$ cat src/rtl/branch_resolve_unit.sv
// Branch/jump resolution stage: evaluates conditional branches, JAL and JALR,
// trains a 2-bit BHT, flags mispredictions and keeps saturating event counters.
module branch_resolve_unit #(
  parameter int XLEN      = 32,
  parameter int BHT_DEPTH = 16,
  parameter int PIPE      = 1,
  parameter int CNT_W     = 16
) (
  input  logic             clk,
  input  logic             rst_n,
  input  logic             in_valid,
  input  logic [9:0]       opfunct,
  input  logic [XLEN-1:0]  rs1_val,
  input  logic [XLEN-1:0]  rs2_val,
  input  logic [XLEN-1:0]  pc,
  input  logic [XLEN-1:0]  imm,
  input  logic             pred_taken,
  input  logic             stall,
  input  logic [XLEN-1:0]  lookup_pc,
  output logic             lookup_taken,
  output logic             out_valid,
  output logic             taken,
  output logic [XLEN-1:0]  redirect_pc,
  output logic             flush,
  output logic             illegal_br,
  output logic [CNT_W-1:0] br_count,
  output logic [CNT_W-1:0] mispred_count
);

  localparam int IDX_W = $clog2(BHT_DEPTH);
  localparam logic [6:0] OP_BRANCH = 7'b1100011;
  localparam logic [6:0] OP_JAL    = 7'b1101111;
  localparam logic [6:0] OP_JALR   = 7'b1100111;

  logic [6:0] opcode;
  logic [2:0] funct3;
  assign opcode = opfunct[6:0];
  assign funct3 = opfunct[9:7];

  logic            d_cond, d_ctrl, d_illegal, d_taken;
  logic [XLEN-1:0] d_target, d_redirect, jalr_sum;
  logic [IDX_W-1:0] d_idx;

  assign jalr_sum = rs1_val + imm;
  assign d_idx    = pc[IDX_W+1:2];

  always_comb begin
    d_cond    = 1'b0;
    d_ctrl    = 1'b0;
    d_illegal = 1'b0;
    d_taken   = 1'b0;
    d_target  = pc + imm;
    case (opcode)
      OP_BRANCH: begin
        d_cond = 1'b1;
        d_ctrl = 1'b1;
        case (funct3)
          3'b000:  d_taken = (rs1_val == rs2_val);
          3'b001:  d_taken = (rs1_val != rs2_val);
          3'b100:  d_taken = ($signed(rs1_val) <  $signed(rs2_val));
          3'b101:  d_taken = ($signed(rs1_val) >= $signed(rs2_val));
          3'b110:  d_taken = (rs1_val <  rs2_val);
          3'b111:  d_taken = (rs1_val >= rs2_val);
          default: begin
            d_cond    = 1'b0;
            d_ctrl    = 1'b0;
            d_illegal = 1'b1;
          end
        endcase
      end
      OP_JAL: begin
        d_ctrl  = 1'b1;
        d_taken = 1'b1;
      end
      OP_JALR: begin
        if (funct3 == 3'b000) begin
          d_ctrl   = 1'b1;
          d_taken  = 1'b1;
          d_target = {jalr_sum[XLEN-1:1], 1'b0};
        end
      end
      default: ;
    endcase
    d_redirect = d_taken ? d_target : pc + XLEN'(4);
  end

  // Resolve-stage view: either the registered instruction or the live input
  logic             s_valid, s_taken, s_pred, s_illegal, s_ctrl, s_cond;
  logic [IDX_W-1:0] s_idx;
  logic             update_en;

  assign flush     = s_valid & (s_taken != s_pred) & ~stall;
  assign update_en = s_valid & ~stall;

  generate
    if (PIPE != 0) begin : g_pipe
      logic             valid_reg, taken_reg, pred_reg, illegal_reg, ctrl_reg, cond_reg;
      logic [IDX_W-1:0] idx_reg;
      logic [XLEN-1:0]  redirect_reg;

      always_ff @(posedge clk or negedge rst_n) begin
        if (!rst_n) begin
          valid_reg    <= 1'b0;
          taken_reg    <= 1'b0;
          pred_reg     <= 1'b0;
          illegal_reg  <= 1'b0;
          ctrl_reg     <= 1'b0;
          cond_reg     <= 1'b0;
          idx_reg      <= '0;
          redirect_reg <= '0;
        end else if (!stall) begin
          // an instruction arriving alongside a flush is on the wrong path
          valid_reg <= in_valid & ~flush;
          if (in_valid & ~flush) begin
            taken_reg    <= d_taken;
            pred_reg     <= pred_taken;
            illegal_reg  <= d_illegal;
            ctrl_reg     <= d_ctrl;
            cond_reg     <= d_cond;
            idx_reg      <= d_idx;
            redirect_reg <= d_redirect;
          end
        end
      end

      assign s_valid     = valid_reg;
      assign s_taken     = taken_reg;
      assign s_pred      = pred_reg;
      assign s_illegal   = illegal_reg;
      assign s_ctrl      = ctrl_reg;
      assign s_cond      = cond_reg;
      assign s_idx       = idx_reg;
      assign redirect_pc = redirect_reg;
    end else begin : g_comb
      logic [XLEN-1:0] hold_reg;

      always_ff @(posedge clk or negedge rst_n) begin
        if (!rst_n)
          hold_reg <= '0;
        else if (flush)
          hold_reg <= d_redirect;
      end

      assign s_valid     = in_valid & ~stall & rst_n;
      assign s_taken     = d_taken;
      assign s_pred      = pred_taken;
      assign s_illegal   = d_illegal;
      assign s_ctrl      = d_ctrl;
      assign s_cond      = d_cond;
      assign s_idx       = d_idx;
      assign redirect_pc = flush ? d_redirect : hold_reg;
    end
  endgenerate

  assign out_valid  = s_valid;
  assign taken      = s_valid & s_taken;
  assign illegal_br = s_valid & s_illegal;

  // Branch history table; reads see the value before this cycle's update
  logic [1:0] bht [BHT_DEPTH];

  always_ff @(posedge clk or negedge rst_n) begin
    if (!rst_n) begin
      for (int i = 0; i < BHT_DEPTH; i++)
        bht[i] <= 2'b01;
    end else if (update_en && s_cond) begin
      if (s_taken) begin
        if (bht[s_idx] != 2'b11)
          bht[s_idx] <= bht[s_idx] + 2'd1;
      end else begin
        if (bht[s_idx] != 2'b00)
          bht[s_idx] <= bht[s_idx] - 2'd1;
      end
    end
  end

  assign lookup_taken = bht[lookup_pc[IDX_W+1:2]][1];

  logic lookup_unused;
  assign lookup_unused = ^{lookup_pc[XLEN-1:IDX_W+2], lookup_pc[1:0]};

  logic [CNT_W-1:0] br_count_reg, mispred_count_reg;

  always_ff @(posedge clk or negedge rst_n) begin
    if (!rst_n) begin
      br_count_reg      <= '0;
      mispred_count_reg <= '0;
    end else begin
      if (update_en && s_ctrl && !(&br_count_reg))
        br_count_reg <= br_count_reg + CNT_W'(1);
      if (flush && !(&mispred_count_reg))
        mispred_count_reg <= mispred_count_reg + CNT_W'(1);
    end
  end

  assign br_count      = br_count_reg;
  assign mispred_count = mispred_count_reg;

endmodule

$ cat config.mk
export PLATFORM = sky130hd
export DESIGN_NAME = branch_resolve_unit
export DESIGN_NICKNAME = d
export VERILOG_FILES = /design/src/rtl/branch_resolve_unit.sv
export SDC_FILE = /design/constraint.sdc
export NUM_CORES = 1
export LEC_CHECK = 0
export BUFFER_PORTS_ARGS = -buffer_cell sky130_fd_sc_hd__buf_2
export CELL_PAD_IN_SITES_DETAIL_PLACEMENT = 1
export CELL_PAD_IN_SITES_GLOBAL_PLACEMENT = 1
export CORE_ASPECT_RATIO = 1.2
export CORE_MARGIN = 4
export CORE_UTILIZATION = 40
export DETAILED_ROUTE_END_ITERATION = 7
export GPL_TIMING_DRIVEN = 0
export PLACE_DENSITY_LB_ADDON = 0.2
export SLEW_MARGIN = 10
export SYNTH_ARGS = -nofsm -noshare
export SYNTH_HDL_FRONTEND = slang
export SYNTH_SLANG_ARGS = --single-unit
$ cat constraint.sdc
create_clock -name clk -period 4 [get_ports clk]
set_input_delay 0.6 -clock clk [delete_from_list [all_inputs] [get_ports clk]]
set_output_delay 0.6 -clock clk [all_outputs]
set_load 0.02 [all_outputs]
==> summary.md, run 1 <==
| Metric | Value |
|---|---|
| Status | finished clean |
| Final period util | about 93% |
| Post-synth top area cell | dfrtp_1 |
| Int Pwr | between 2000 and 2500 µW |
| Peak VDD IR | ~0.19 mV |
| Vias post-DR | approximately 9,400 |
| Yosys warns | 0 |
| Unique masters post-synth | 66 |
| Final wirelength | 32.2 mm |
| RSZ-0062 raised after global routing | no |
| Largest net degree at the start of global routing | 72 |
| Die X | about 150 µm |
| Critical path class | flop to flop |
| Tot Pwr | between 3000 and 4000 µW |
| Post-route setup TNS | 0 ns |
| RePlAce Congestion | ~0.9 |
| Post-route design area | around 12,000 µm² |
| DRT antenna net count | 0 |
| Share of the synthesized area in the top cell type | between 20% and 30% |
| Syn Area/Cell | between 8 and 9 µm² |
| Startpoint Class | flop |
| Clk buf depth | 2 |
| Mapped Cells | about 1,200 |
| Worst EP arrival | between 3 and 4 ns |
| Starting Density | 40.7% |
| Number of global-route vias before repair | 9,844 |
| First-pass GRT wire length | 50.7 mm |
| Combinational power share | between 30% and 40% |
| Sink Count | 106 |
| Initial antenna violation count | 2 |
| P_leak | ~0.0056 µW |
| Chip Height | about 180 µm |
| Clock network power share | 26.7% |
| TritonCTS clock tree | done |
| Post-synthesis sequential area ratio | a little over a quarter |
| Pwr dens | around 300 nW/µm² |
| Cell with the most instances after synthesis | nand2_1 |
| Final Hold Fails | 0 |
| Area added between synthesis and finish | 19.2% |
| Ys flop type | dfrtp_1 |
| Worst Tran Pin Value | 1.01 ns |
| Port Buf Inserts | approximately 220 |
| Relative slew slack | approximately 31% |
| Max_cap viols | 0 |
| Most instantiated cells after synthesis | nand2_1, a21oi_1, ha_1 |
| Die area | 26,900 µm² |
| #FFs+latches synth | ~110 |
| Initial DRC count | between 300 and 400 |
| Gr ovfl total | 0 |
| Switching part of the total | 37.4% |
| Layout cells sized above 1 | around 22% |
| Final Setup Violations | 0 |
| Row count | 62 |
| Maximum fanout along the worst path | 10 |
| NetSw | approximately 1300 µW |
| CTS root buf | clkbuf_16 |
| Drt wl/cell | 18.7 µm |
| Post-DR vias/cell | 5.47 |
| Layout Skew | 0.0112 ns |
| Total CTS buffers | 9 |
| CTS clk-pin slew, worst paths | approximately 0.08 ns |
| Ys async rst share | 100% |
| EDFF count, synth | 0 |
| DRT Pass-1 Iters | 4 |
| Crit path required time | approximately 4.2 ns |
| Register share of total power | between 30% and 40% |
| Final Max Tran Viols | 0 |
| Critical path origin | g_pipe.idx_reg[0] |
| Top cells by area, synth | dfrtp_1, ha_1, xnor2_1, a21oi_1, nand2_1 |
| F_max | between 200 and 300 MHz |
| I/O pins | roughly 240 |
| H-tree levels | 3 |
| HPWL after DPL | 27.7 mm |
| Min Tclk post-route | 3.73 ns |
| Worst min-delay path class | input port to asynchronous set/reset pin |
| Core Box Area | around 24,000 µm² |
| DR DRC count | 0 |
| Clk_lat worst skew | 0.35 ns |
| Worst Slack Setup Final | roughly 0.27 ns |
| Hold_buf cts | 0 |
| Layout Utilization | about half |
| Pre-CTS WS | -0.382 ns |
| CP endpoint kind | flop |
| Post-Syn Area | approximately 10000 µm² |
| Worst R2R Start | g_pipe.idx_reg[0] |
| Synthesized net count | between 1,000 and 1,500 |
| Final net count | between 1,500 and 2,000 |
| Dpl cell area | 11,300 µm² |
| GRT Total Usage | between 20% and 30% |
==> placed cells by master (no fill, tap or decap), types with 16 or more instances in the layout <==
master	instances
inv_1	70
nor2_1	82
o21ai_1	17
o21ai_0	56
nand3_1	48
a21o_1	29
nand2_1	142
xor2_1	41
xnor2_1	74
ha_1	98
dfstp_2	16
dfrtp_1	90
buf_2	216
nand4_1	29
mux2_2	19
a21oi_1	108
clkbuf_1	23
nor3_1	18
==> path summary, 6_finish.rpt <==
| check | to | slack, ns | depth (start not counted) |
|---|---|---|---|
| worst max-delay path | bht[25] | 0.27 | 13 |
| worst min-delay path | redirect_pc[5] | 0.14 | 1 |
| worst max register to register | bht[25] | 0.27 | 13 |
| worst min register to register | g_pipe.illegal_reg | 0.46 | 2 |
| max in group asynchronous | asynchronous set/reset pin | 3.17 | 2 |
| min in group clk | g_pipe.pred_reg | 0.46 | 3 |
==> cells by family (layout without fill, tap and decap cells) <==
family,count (synthesis),after routing,synth area share (%)
and+or+nand+nor,391,391,18.8
AOI/OAI and AO/OA,314,314,20.1
xor gates and xnor gates,115,115,10.3
DFF,106,106,27.4
buffers and inverters,103,335,4.22
adders and majority gates,100,100,13.0
muxes,40,40,6.15
other,0,2,0
==> metal layers <==
metal	share of wire, %	track usage (%)
met1	44	29.5
met3	3.5	1.82
met2	51	43.5
met5	0	0
met4	2.1	6.67
==> per-stage QoR <==
stage,hold slack [ns],instances
after floorplan,0.304,1169
after global placement,0.447,1704
after detailed placement,0.451,1705
after CTS,0.139,1721
after global routing,0.153,1723
final,0.142,1723
==> cell type report <==
class / instances / area, µm²
flip-flops and latches: 106 / 2670
clock inverters: 7 / 91.3
clock buffers: 9 / 225
plain buffers: 32 / 154
inverters: 71 / 267
fillers: 2999 / 12400
repair buffers: 216 / 1110
multi-input cells: 960 / 6690
well taps: 320 / 400
diodes: 2 / 5.00
==> worst max-delay path: stages, from the launching register on <==
cell and delay [ns]:
dfrtp_1 0.46, buf_6 0.22, mux4_2 0.53, mux2i_1 0.15, nand2_1 0.07, o21ai_0 0.18
inv_2 0.14, clkbuf_2 0.23, ha_1 0.24, mux2i_1 0.14, and3_1 0.24, nand3_1 0.18
nor3_1 0.45, mux2_2 0.39
==> power by group through the flow <==
stage               registers (µW)  logic, µW  clock network (µW)
floorplan                     1370        720                   0
global placement              1280       1250                   0
detailed placement            1280       1290                   0
CTS                           1260       1300                 956
global route                  1280       1440                 997
finish                        1260       1290                 930
==> timing repair <==
item,in CTS,in global routing
resized for setup,2,13
setup endpoints to repair,25,15
setup buffers,0,0
(Power assumes the default switching activity.)
==> run 2, diff against run 1 <==
--- a/config.mk
+++ b/config.mk
@@ -13,6 +13,7 @@
 export CORE_UTILIZATION = 40
 export DETAILED_ROUTE_END_ITERATION = 7
 export GPL_TIMING_DRIVEN = 0
+export MAX_ROUTING_LAYER = met4
 export PLACE_DENSITY_LB_ADDON = 0.2
 export SLEW_MARGIN = 10
 export SYNTH_ARGS = -nofsm -noshare
==> constraint.sdc (replaced) <==
create_clock -name clk -period 4 [get_ports clk]
set_input_delay 0.6 -clock clk [delete_from_list [all_inputs] [get_ports clk]]
set_output_delay 0.6 -clock clk [all_outputs]
set_load 0.1 [all_outputs]
==> run 2 against run 1 <==
  * Register-to-register slack is essentially flat
  * Critical path depth is the same
  * Clock-buffer cell count is the same
  * Critical endpoint unchanged
  * Largest cell class unchanged
==> summary.md, run 2 (synthesis gave the netlist of run 1 again) <==
| Metric | Value |
|---|---|
| Core Box Area | 24,000 µm² |
| Combinational power share | between 40% and 50% |
| Commonest non-fill, non-tap cells in the layout | buf_2, nand2_1, a21oi_1 |
| Peak VDD IR | 0.210 mV |
| Startpoint Class | flop |
| F_max | ~270 MHz |
| H-tree levels | 3 |
| Fillcell total | around 3,000 |
| Non-Filler Instances | 1,723 |
| Port Buf Inserts | 215 |
| P_leak | about 0.0056 µW |
| Drt wl/cell | around 19 µm |
| Layout Skew | around 0.012 ns |
| RSZ-0062 raised after global routing | no |
| RePlAce Congestion | just over 0.9 |
| Final Max Tran Viols | 0 |
| Sink Count | 106 |
| Worst R2R Path Depth | 13 |
| Area added between synthesis and finish | 19.2% |
| Clk_lat worst skew | around 0.35 ns |
| Layout Utilization | 48.5% |
| Relative slew slack | 30.9% |
| Initial DRC count | approximately 320 |
| Final net count | 1,671 |
| Vias post-DR | 9,426 |
| First-pass GRT wire length | 50.7 mm |
| Max incr delay on CP | 0.53 ns |
| Leading cell type in the layout, fill and taps excluded | buf_2 |
| Row count | between 60 and 70 |
| DRT antenna net count | 0 |
| Buf/Inv on CP | 3 |
| Layout cells sized above 1 | around 22% |
| Clock network power share | 23.1% |
| Initial antenna violation count | 2 |
| Worst min-delay path class | input port to asynchronous set/reset pin |
| Die area | between 20,000 and 30,000 µm² |
| DR DRC count | 0 |
| CTS root buf | clkbuf_16 |
| Int Pwr | 2180 µW |
| Levels on crit path | 13 |
| Final period util | 93.0% |
| NetSw | approximately 1900 µW |
| Cell with the most instances on the worst path | mux2i_1 |
| Total CTS buffers | 9 |
| Final wirelength | between 30 and 40 mm |
| Final Setup Violations | 0 |
| Die X | about 150 µm |
| HPWL after DPL | approximately 28 mm |
| GRT Total Usage | between 20% and 30% |
| Critical path class | flop to flop |
| Largest net degree at the start of global routing | ~70 |
| DRT Pass-1 Iters | 4 |
| Maximum fanout along the worst path | 10 |
| Final Hold Fails | 0 |
| Chip Height | 179 µm |
| Post-DR vias/cell | roughly 5.5 |
| Status | finished clean |
| Placed insts | around 1,700 |
| CP endpoint kind | flop |
| TritonCTS clock tree | done |
| Tot Pwr | between 4000 and 5000 µW |
| Pwr dens | ~350 nW/µm² |
| Register share of total power | around 31% |
| CTS clk-pin slew, worst paths | ~0.080 ns |
| Worst Tran Pin Value | between 1 and 1.5 ns |
| Starting Density | approximately two fifths |
| Switching part of the total | 46.0% |
| Largest delay share family, worst path | multiplexers |
| Number of global-route vias before repair | a little under 10,000 |
| CP cell instances | buf_6 > mux4_2 > mux2i_1 > nand2_1 > o21ai_0 > inv_2 > clkbuf_2 > ha_1 > mux2i_1 > and3_1 > nand3_1 > nor3_1 > mux2_2 |
| Crit path required time | between 4 and 5 ns |
| Highest-delay cell along the critical path | mux4_2 |
| Min Tclk post-route | roughly 3.7 ns |
| Clk buf depth | 2 |
| Max_cap viols | 0 |
| I/O pins | 244 |
| Gr ovfl total | 0 |
| Worst EP arrival | between 3 and 4 ns |
==> run 2: stage by stage <==
stage	hold WS (ns)	TNS [ns]	worst slack, ns	instance area [µm²]
6_report	0.138	0	0.282	11600
5_1_grt	0.153	0	0.0175	11600
4_1_cts	0.139	0	0.0377	11600
3_5_place_dp	0.451	-5.52	-0.382	11300
3_3_place_gp	0.447	-3.57	-0.283	11200
2_1_floorplan	0.304	0	0.423	9750
==> run 2: cell type report <==
cell class	count	area (µm²)	share of cell area [%]
Clock inverter	7	91.3	0.786
Clock buffer	9	225	1.94
Antenna cell	2	5.00	0.0431
Multi-Input combinational cell	960	6690	57.6
Sequential cell	106	2670	23.0
Inverter	71	267	2.29
Timing Repair Buffer	216	1110	9.55
Buffer	32	154	1.32
Tap cell	320	400	3.45
==> run 2: repair_timing <==
item / CTS / global route
setup buffers: 0 / 0
resized for setup: 2 / 13
pin swaps: 0 / 0
setup endpoints to repair: 25 / 15
hold buffers: 0 / 0
==> run 2: path summary, 6_finish.rpt <==
path,start,endpoint,slack (ns)
worst max-delay path,g_pipe.idx_reg[0],bht[25],0.28
worst min-delay path,rst_n,redirect_pc[5],0.14
worst max register to register,g_pipe.idx_reg[0],bht[25],0.28
worst min register to register,g_pipe.illegal_reg,g_pipe.illegal_reg,0.46
max in group asynchronous,rst_n,asynchronous set/reset pin,3.17
min in group clk,pred_taken,g_pipe.pred_reg,0.46
==> run 2: per-layer routing <==
metal	global-route usage [%]	up-vias	share of wire (%)
li1	-	4663	-
met1	29.7	4525	44
met2	43.5	200	51
met3	1.69	38	3.4
met4	6.56	0	2.1
met5	-	-	0
==> run 2: power by group through the flow <==
stage          clock network (µW)  logic, µW  registers, µW
3_5_place_dp                    0       1840           1280
6_report                      934       1840           1260
3_3_place_gp                    0       1800           1280
2_1_floorplan                   0        726           1900
4_1_cts                       956       1840           1260
5_1_grt                       997       1990           1280
